<file path="src/rtl/mastermind_pkg.sv">
// Shared constants, FSM encoding and score payload for the Mastermind scoreboard.
package mastermind_pkg;

   localparam int unsigned PEGS_DEF        = 4;
   localparam int unsigned MAX_GUESSES_DEF = 8;
   localparam int unsigned COLOUR_W        = 3;
   localparam int unsigned COUNT_W         = 3;
   localparam int unsigned GCNT_W          = 4;
   localparam int unsigned IDX_W           = 3;

   typedef enum logic [1:0] {
      ST_PLAYING = 2'd0,
      ST_WON     = 2'd1,
      ST_LOST    = 2'd2
   } state_e;

   typedef struct packed {
      logic [COUNT_W-1:0] red;
      logic [COUNT_W-1:0] white;
   } score_t;

   // A score is impossible if it claims more matches than there are pegs.
   function automatic logic score_malformed(input logic [COUNT_W-1:0] red,
                                            input logic [COUNT_W-1:0] white,
                                            input int unsigned        pegs);
      logic [GCNT_W-1:0] sum;
      sum = GCNT_W'(red) + GCNT_W'(white);
      return (sum > GCNT_W'(pegs)) || (GCNT_W'(red) > GCNT_W'(pegs));
   endfunction

endpackage

</file>
<file path="src/rtl/mastermind_history.sv">
// Guess history register file: one synchronous write port, one registered read
// port with a synchronous clear so empty history always reads as zero.
module mastermind_history
   import mastermind_pkg::*;
#(
   parameter int unsigned DEPTH = MAX_GUESSES_DEF
) (
   input  logic             clk,
   input  logic             rst_n,
   input  logic             wr_en,
   input  logic [IDX_W-1:0] wr_addr,
   input  score_t           wr_data,
   input  logic [IDX_W-1:0] rd_addr,
   input  logic             rd_clr,
   output score_t           rd_data
);

   score_t mem_q [DEPTH];
   score_t rd_q;

   // Storage is deliberately unreset; unrecorded slots are never addressed.
   always_ff @(posedge clk) begin
      if (wr_en) begin
         mem_q[wr_addr] <= wr_data;
      end
   end

   always_ff @(posedge clk or negedge rst_n) begin
      if (!rst_n) begin
         rd_q <= '0;
      end else if (rd_clr) begin
         rd_q <= '0;
      end else begin
         rd_q <= mem_q[rd_addr];
      end
   end

   assign rd_data = rd_q;

endmodule

</file>
<file path="src/rtl/mastermind_scoreboard.sv">
// Mastermind game scoreboard: records scored guesses, decides win/loss and
// lets the player browse the guess history.
module mastermind_scoreboard
   import mastermind_pkg::*;
#(
   parameter int unsigned PEGS        = PEGS_DEF,
   parameter int unsigned MAX_GUESSES = MAX_GUESSES_DEF
) (
   input  logic               clk,
   input  logic               resetn,
   input  logic               new_game,
   input  logic               result_valid,
   input  logic [COUNT_W-1:0] red,
   input  logic [COUNT_W-1:0] white,
   input  logic               browse,
   output logic               guess_accept,
   output logic               won,
   output logic               lost,
   output logic [GCNT_W-1:0]  guesses_used,
   output logic [IDX_W-1:0]   disp_index,
   output logic [COUNT_W-1:0] disp_red,
   output logic [COUNT_W-1:0] disp_white,
   output logic               err
);

   state_e            state_q, state_d;
   logic [GCNT_W-1:0] used_q, used_d;
   logic [IDX_W-1:0]  idx_q, idx_d;
   logic              err_q, err_d;
   logic              accept_q, won_q, lost_q;

   logic              playing_c;
   logic              malformed_c;
   logic              accept_c;
   logic              last_slot_c;
   logic              wr_en_c;
   logic              rd_clr_c;
   score_t            wr_data_c;
   score_t            rd_data;

   // Next-state and bookkeeping; new_game overrides every other pulse.
   always_comb begin
      state_d     = state_q;
      used_d      = used_q;
      idx_d       = idx_q;
      err_d       = err_q;
      wr_en_c     = 1'b0;
      wr_data_c   = '{red: red, white: white};
      playing_c   = (state_q == ST_PLAYING);
      malformed_c = score_malformed(red, white, PEGS);
      accept_c    = result_valid && playing_c && !malformed_c &&
                    (used_q < GCNT_W'(MAX_GUESSES));
      last_slot_c = (GCNT_W'(idx_q) == (used_q - GCNT_W'(1)));
      rd_clr_c    = new_game || (used_q == '0);

      if (new_game) begin
         state_d = ST_PLAYING;
         used_d  = '0;
         idx_d   = '0;
         err_d   = 1'b0;
      end else if (accept_c) begin
         wr_en_c = 1'b1;
         used_d  = used_q + GCNT_W'(1);
         idx_d   = IDX_W'(used_q);
         // A win on the final guess beats running out of guesses.
         if (red == COUNT_W'(PEGS)) begin
            state_d = ST_WON;
         end else if (used_d == GCNT_W'(MAX_GUESSES)) begin
            state_d = ST_LOST;
         end
      end else begin
         if (result_valid && playing_c && malformed_c) begin
            err_d = 1'b1;
         end
         if (browse && (used_q != '0)) begin
            idx_d = last_slot_c ? '0 : idx_q + IDX_W'(1);
         end
      end
   end

   always_ff @(posedge clk or negedge resetn) begin
      if (!resetn) begin
         state_q  <= ST_PLAYING;
         used_q   <= '0;
         idx_q    <= '0;
         err_q    <= 1'b0;
         accept_q <= 1'b1;
         won_q    <= 1'b0;
         lost_q   <= 1'b0;
      end else begin
         state_q  <= state_d;
         used_q   <= used_d;
         idx_q    <= idx_d;
         err_q    <= err_d;
         accept_q <= (state_d == ST_PLAYING);
         won_q    <= (state_d == ST_WON);
         lost_q   <= (state_d == ST_LOST);
      end
   end

   mastermind_history #(
      .DEPTH (MAX_GUESSES)
   ) u_history (
      .clk     (clk),
      .rst_n   (resetn),
      .wr_en   (wr_en_c),
      .wr_addr (IDX_W'(used_q)),
      .wr_data (wr_data_c),
      .rd_addr (idx_q),
      .rd_clr  (rd_clr_c),
      .rd_data (rd_data)
   );

   assign guess_accept = accept_q;
   assign won          = won_q;
   assign lost         = lost_q;
   assign guesses_used = used_q;
   assign disp_index   = idx_q;
   assign disp_red     = rd_data.red;
   assign disp_white   = rd_data.white;
   assign err          = err_q;

endmodule

</file>
<file path="config.mk">
export PLATFORM = sky130hd
export DESIGN_NAME = mastermind_scoreboard
export DESIGN_NICKNAME = d
export VERILOG_FILES = /design/src/rtl/mastermind_pkg.sv /design/src/rtl/mastermind_history.sv /design/src/rtl/mastermind_scoreboard.sv
export SDC_FILE = /design/constraint.sdc
export NUM_CORES = 1
export LEC_CHECK = 0
export CORE_MARGIN = 5
export CORE_UTILIZATION = 45
export DETAILED_ROUTE_END_ITERATION = 10
export PLACE_DENSITY = 0.7
export SYNTH_ARGS = -nofsm -noshare
export SYNTH_HDL_FRONTEND = slang
export SYNTH_HIERARCHICAL = 1
export SYNTH_SLANG_ARGS = --single-unit
</file>
<file path="constraint.sdc">
create_clock -name clk -period 4.19 [get_ports clk]
set_input_delay 1.257 -clock clk [delete_from_list [all_inputs] [get_ports clk]]
set_output_delay 1.257 -clock clk [all_outputs]
set_load 0.03 [all_outputs]
</file>
; Word level (Yosys, flattened, before mapping)
; Memories as Yosys holds them, arrays and structs flattened.
; Index checks and enable logic that the tools add are counted.
[word_totals]
register_bits = 19
mem_bits_rw = 48
in_bits = 11
out_inout_bits = 17
wordCells = 57
n_memories = 1
[classes]
add_sub_neg = 4
order_cmp = 3
n_eq_ne = 6
n_mux = 18
n_reduce_logical = 16
[memory_table]
columns = name, words, word_bits, rd, rd_ports_with_merged_regs, write_ports, line
row1 = u_history.mem_q, 8, 6, 1, 0, 1, mastermind_history.sv:18  ; score_t mem_q [DEPTH];
[ops]
columns = cell, count
row1 = $mux W3, 4
row2 = $mux W2, 4
row3 = $mux W4, 2
row4 = $mux W1, 7
row5 = $mux W6, 1
row6 = $logic_and A1 B1 Y1, 5
row7 = $add A3 B3 Y4, 1
row8 = $add A4 B1 Y4 const B, 1
row9 = $eq A3 B4 Y1, 1
row10 = $eq A4 B4 Y1 const B, 1
row11 = $gt A4 B3 Y1 const B, 1
row12 = $logic_not A2 Y1, 2
row13 = $logic_not A4 Y1, 1
row14 = $lt A4 B4 Y1 const B, 1
row15 = $reduce_bool A2 Y1, 2
row16 = $reduce_bool A4 Y1, 1
row17 = $sub A4 B1 Y4 const B, 1
row18 = $add A3 B1 Y3 const B, 1
row19 = $eq A3 B3 Y1 const B, 1
row20 = $gt A3 B3 Y1 const B, 1
row21 = $reduce_bool A3 Y1, 1
row22 = $eq A2 B1 Y1 const B, 1
row23 = $eq A2 B2 Y1 const B, 1
row24 = $logic_or A1 B1 Y1, 2
row25 = other kinds (3), 3

; Depth between registers and ports, before layout
[logic_depth]
ltp_word = 10
mapped_depth = 8
ltp_nobuf = 8

; Hierarchy
; Netlist, hierarchy kept.
[modules_own_cells]
columns = module, n_inst, cells_per_inst, area_each_um2, seq_area_each_um2
row1 = mastermind_history, 1, 94, 2031.9, 1591.5
row2 = mastermind_scoreboard, 1, 100, 975.9, 326.6

; Worst setup path before layout
; No wires, ideal clock.
[synth_path]
path_type = input -> register
from = input port red[0]
to = memory u_history/mem_q[4][0] in the netlist's numbering, enable pin
setup_time_ns = 0.377
arrival_ns = 3.201
required_time_ns = 3.813
slack_ns = 0.612
cell_stages = 8
path_buffers = 0
path_cell_list = ha_1 -> fa_1 -> or2_2 -> a21oi_2 -> nand2_1 -> nor2_1 -> nand2_1 -> nor3_1
[synth_via]
elab_chain_cells = 10
word_cells_on_any_way = 11
cone_classes = add/sub: 1 / order compare: 2 / mux: 4 / reduce/logical: 4
[synth_rtl]
columns = item, line
row1 = start: declaration, mastermind_scoreboard.sv:13  ; input logic [COUNT_W-1:0] red,
row2 = $add A3 B3 Y4, mastermind_pkg.sv:27  ; sum = GCNT_W'(red) + GCNT_W'(white);
row3 = $gt A4 B3 Y1, mastermind_pkg.sv:28  ; return (sum > GCNT_W'(pegs)) || (GCNT_W'(red) > GCNT_W'(pegs));
row4 = $logic_or A1 B1 Y1 (*), mastermind_pkg.sv:28
row5 = $logic_not A1 Y1 (*), mastermind_scoreboard.sv:51  ; accept_c = result_valid && playing_c && !malformed_c &&
row6 = $logic_and A1 B1 Y1 (*) (2 in series), mastermind_scoreboard.sv:51
row7 = $mux W1 (*), mastermind_scoreboard.sv:61  ; end else if (accept_c) begin
row8 = $mux W1 (*), mastermind_scoreboard.sv:56  ; if (new_game) begin
row9 = via wr_en_c, mastermind_scoreboard.sv:36  ; logic wr_en_c;
row10 = $mux W1 (*), mastermind_history.sv:23  ; if (wr_en) begin
row11 = $mux W1 (implied by the code) (*), mastermind_history.sv:24  ; mem_q[wr_addr] <= wr_data;
row12 = end: declaration, mastermind_history.sv:18
; The timed path passes the listed nets; every way through them passes the cells marked *.

; Worst setup path in the final report
[layout_path]
from = input port white[0]
to = memory u_history/mem_q[4][5] in the netlist's numbering, enable pin
[layout_via]
elab_chain_cells = 10
[layout_rtl]
columns = item, line
row1 = start: declaration, mastermind_scoreboard.sv:14  ; input logic [COUNT_W-1:0] white,
row2 = $add A3 B3 Y4, mastermind_pkg.sv:27
row3 = $gt A4 B3 Y1, mastermind_pkg.sv:28
row4 = $logic_or A1 B1 Y1, mastermind_pkg.sv:28
row5 = $logic_not A1 Y1, mastermind_scoreboard.sv:51
row6 = $logic_and A1 B1 Y1 (2 in series), mastermind_scoreboard.sv:51
row7 = $mux W1, mastermind_scoreboard.sv:61
row8 = $mux W1, mastermind_scoreboard.sv:56
row9 = via wr_en_c, mastermind_scoreboard.sv:36
row10 = $mux W1, mastermind_history.sv:23
row11 = $mux W1 (implied by the code), mastermind_history.sv:24
; The timed path passes the listed nets, and every way through them passes these cells.

==> impl_table.tex <==
\begin{tabular}{lr}
\hline
Metric & Value \\
\hline
\multicolumn{2}{l}{\textbf{Status}} \\
Run status & finished, final reports clean \\
\multicolumn{2}{l}{\textbf{Synthesis}} \\
Area share of the leading cell type in the synthesized netlist & 47.9\% \\
Total number of yosys warnings & 6 \\
FF+latch count, synth & 67 \\
Cells taking the most area after synthesis & edfxtp\_1, dfrtp\_1, mux4\_2 \\
Mapped cell area & $\sim$3000 um2 \\
Share of synthesized area spent on multiplexers & between 10\% and 20\% \\
Dominant combinational cell family by area after synthesis & multiplexers \\
Synthesized instance count & just under 200 \\
Adder and majority gate portion of the synthesized area & under 10\% \\
Share of synthesized cell area in and, or, nand and nor gates & 10.5\% \\
Library cell with the highest instance count after synthesis & edfxtp\_1 \\
Distinct cell type count of the synthesized netlist & between 40 and 50 \\
Async SR Flop Fraction & between 20 and 30\% \\
Predominant post-synthesis flop cell & edfxtp\_1 \\
Most common library cells after synthesis & edfxtp\_1, nor2\_1, dfrtp\_1 \\
Average cell area after synthesis & between 15 and 20 um2 \\
Xor/xnor share of the synthesized area & under 10\% \\
Number of enable-type register cells in the synthesized netlist & 48 \\
Cell taking the most area after synthesis & edfxtp\_1 \\
Net count after synthesis & around 210 \\
Sequential element share of the synthesized area & about 64\% \\
Fraction of the mapped netlist area in compound gates & around 6.3\% \\
\multicolumn{2}{l}{\textbf{Power and ir drop}} \\
Flop pwr share & a little under half \\
Total power of the final layout & 1.53 mW \\
Combinational share of power & between 10 and 15\% \\
Worst voltage drop across the vdd grid & 247 uV \\
Net switching power figure & 0.340 mW \\
Leakage power figure & approximately 1.3 nW \\
Net switching share of the total power & $\sim$22\% \\
Cell-internal power & about 1.2 mW \\
Power per unit of standard cell area & 417 nW/um2 \\
Clock network fraction of total power & about two fifths \\
\multicolumn{2}{l}{\textbf{Placed design}} \\
HPWL after detailed placement & around 4 mm \\
Count of buffers from port buffering & 27 \\
DP Worst Slack & approximately 0.09 ns \\
Weighted congestion at the end of routability-driven global placement & about 0.78 \\
\multicolumn{2}{l}{\textbf{Drt}} \\
Iteration-0 DRC count of the detailed router & around 120 \\
Via/cell ratio & $\sim$5.4 \\
Vias post-DR & 1746 \\
Final wirelength & between 5 and 6 mm \\
Routed length per instance & between 15 and 20 um \\
Detail Route Antenna Nets & 0 \\
Residual DRC count & 0 \\
Pre-antenna DRT Iters & 4 \\
\multicolumn{2}{l}{\textbf{Timing}} \\
Relative slew slack & 38.2\% \\
Setup skew after layout & 0.0132 ns \\
RSZ-0062 raised after global routing & no \\
Number of endpoints failing setup at the final stage & 0 \\
Final period util & $\sim$90\% \\
Final min period & about 3.8 ns \\
Transition time of the tightest slew-check pin & between 0.9 and 1 ns \\
Final number of hold-violating endpoints & 0 \\
Fin worst setup slack & about 0.42 ns \\
Pins over their slew limit & 0 \\
Max Fclk & 0.266 GHz \\
Sum of negative setup slack & 0 ns \\
\multicolumn{2}{l}{\textbf{Hold path}} \\
Hold\_sp & err \\
Capture endpoint of the worst hold path & err \\
Worst hold path stage count & 2 \\
Worst hold-check path type & flop to flop \\
\multicolumn{2}{l}{\textbf{Clock network}} \\
Clock sink count & 67 \\
Root buffer cell & clkbuf\_8 \\
Clock tree from TritonCTS & done \\
Clock transition at path regs & about 0.07 ns \\
Total setup buffers inserted after CTS & 0 \\
H-tree Lvls & 3 \\
Hold bufs inserted after CTS & 0 \\
Resize count post-CTS & 0 \\
Bufs on Longest Clock Path & 2 \\
Insertion delay to the later sink of the worst-skew pair & approximately 0.34 ns \\
CTS Buf Count & 9 \\
\multicolumn{2}{l}{\textbf{Global route}} \\
Largest net degree at the start of global routing & 20 \\
Total global routing track utilization & 15.0\% \\
First-pass GRT wire length & about 9.4 mm \\
Overflow after GRT & 0 \\
Via count of the first global-routing pass & between 1500 and 2000 \\
Initial antenna violation count & 0 \\
\multicolumn{2}{l}{\textbf{Setup path}} \\
Critical path start-end classification & input port to flop \\
Endpoint of the worst register-to-register path & disp\_index[0] \\
Slack of the worst reg-to-reg path & roughly 1.9 ns \\
Kind of launch point of the worst setup path & input port \\
Critical path endpoint category & flop \\
RR Startpoint & guesses\_used[0] \\
Critical path required time & between 4 and 5 ns \\
Number of cells on the worst reg-to-reg path & 7 \\
Critical path fanouts, max & 9 \\
Arrival time of the worst setup path & around 3.8 ns \\
\multicolumn{2}{l}{\textbf{Cells and area}} \\
Nets & around 260 \\
Fraction of final layout cells with drive strength greater than 1 & between 20\% and 30\% \\
Antenna fix cells & 0 \\
End-of-flow core utilization & 57.3\% \\
Syn-to-layout area delta & 22.3\% \\
\multicolumn{2}{l}{\textbf{Floorplanning}} \\
Die Footprint & around 8400 um2 \\
Number of placement rows & 29 \\
Width of the die & slightly above 90 um \\
Die boundary height & 91.8 um \\
Number of top-level design ports & 28 \\
Starting density of the core & between 40\% and 50\% \\
Core Region & approximately 6400 um2 \\
\multicolumn{2}{l}{\textbf{Job}} \\
Max-cap violations & 0 \\
\hline
\end{tabular}
## area by class of cell
class	count	area (um2)
Clock buffer	9	124
Clock inverter	7	116
Fill cell	510	2750
Inverter	2	7.51
Multi-Input combinational cell	117	1020
Sequential cell	67	1920
Tap cell	77	96.3
Timing Repair Buffer	44	398
## kinds of logic (layout without fill, tap and decap cells)
logic type	Yosys count	after routing
adder cells (fa/ha/maj)	7	7
XOR/XNOR	8	8
multiplexers	19	19
AND/OR/NAND/NOR	58	58
buffers and inverters	10	62
AO/OA/AOI/OAI	25	25
flip-flops	67	67
## power by group through the flow
stage	registers [mW]	clock network (mW)	logic, mW
finish	0.734	0.631	0.169
global route	0.736	0.682	0.186
CTS	0.735	0.644	0.171
detailed placement	0.749	0	0.171
global placement	0.749	0	0.169
floorplan	0.758	0	0.0984
## layout by cell type (no fill, tap or decap), types with 5 or more instances in the layout
cell	n
buf_4	17
clkbuf_8	9
clkdlybuf4s50_1	27
dfrtp_1	18
edfxtp_1	48
ha_1	6
mux2i_1	7
mux4_2	10
nand2_1	8
nand2b_1	5
nor2_1	22
xor2_1	5
## routing by layer
layer / vias up / wire length [um] / global-route usage (%)
li1: 839 / - / -
met1: 864 / 2540 / 19.6
met2: 38 / 2750 / 23.4
met3: 5 / 229 / 5.48
met4: 0 / 64 / 4.83
met5: - / 0 / 0
## metrics by stage
step                      std cells  hold WS, ns  instance area [um2]
final                           323        0.520                 3680
after global routing            323        0.552                 3680
after CTS                       323        0.522                 3680
after detailed placement        307        0.501                 3440
after global placement          307        0.492                 3440
after floorplan                 194        0.480                 3010
## critical path, cell delays in order
cell	delay [ns]
clkdlybuf4s50_1	0.66
ha_1	0.26
fa_1	0.42
or2_2	0.33
a21oi_2	0.14
nand2_1	0.11
nor2_1	0.15
nand2_1	0.12
nor3_1	0.19
buf_4	0.18
## sequential cells by signal, summed over array words and instances (netlist names)
name	flops
err	1
guess_accept	1
won	1
u_history/mem_q	48
lost	1
u_history/rd_data	6
guesses_used	4
disp_index	3
state_q	2
## how the worst max path moves through the flow
| stage | startpoint | to | slack, ns | cells past startpoint |
|---|---|---|---|---|
| floorplan | red[0] | u_history/mem_q[4][0] | 0.61 | 8 |
| global placement | white[0] | u_history/mem_q[0][2] | 0.20 | 10 |
| detailed placement | white[0] | u_history/mem_q[4][2] | 0.09 | 10 |
| CTS | white[0] | u_history/mem_q[0][4] | 0.43 | 10 |
| global route | white[0] | u_history/mem_q[4][5] | 0.21 | 10 |
| finish | white[0] | u_history/mem_q[4][5] | 0.42 | 10 |
(Power assumes the default switching activity.)
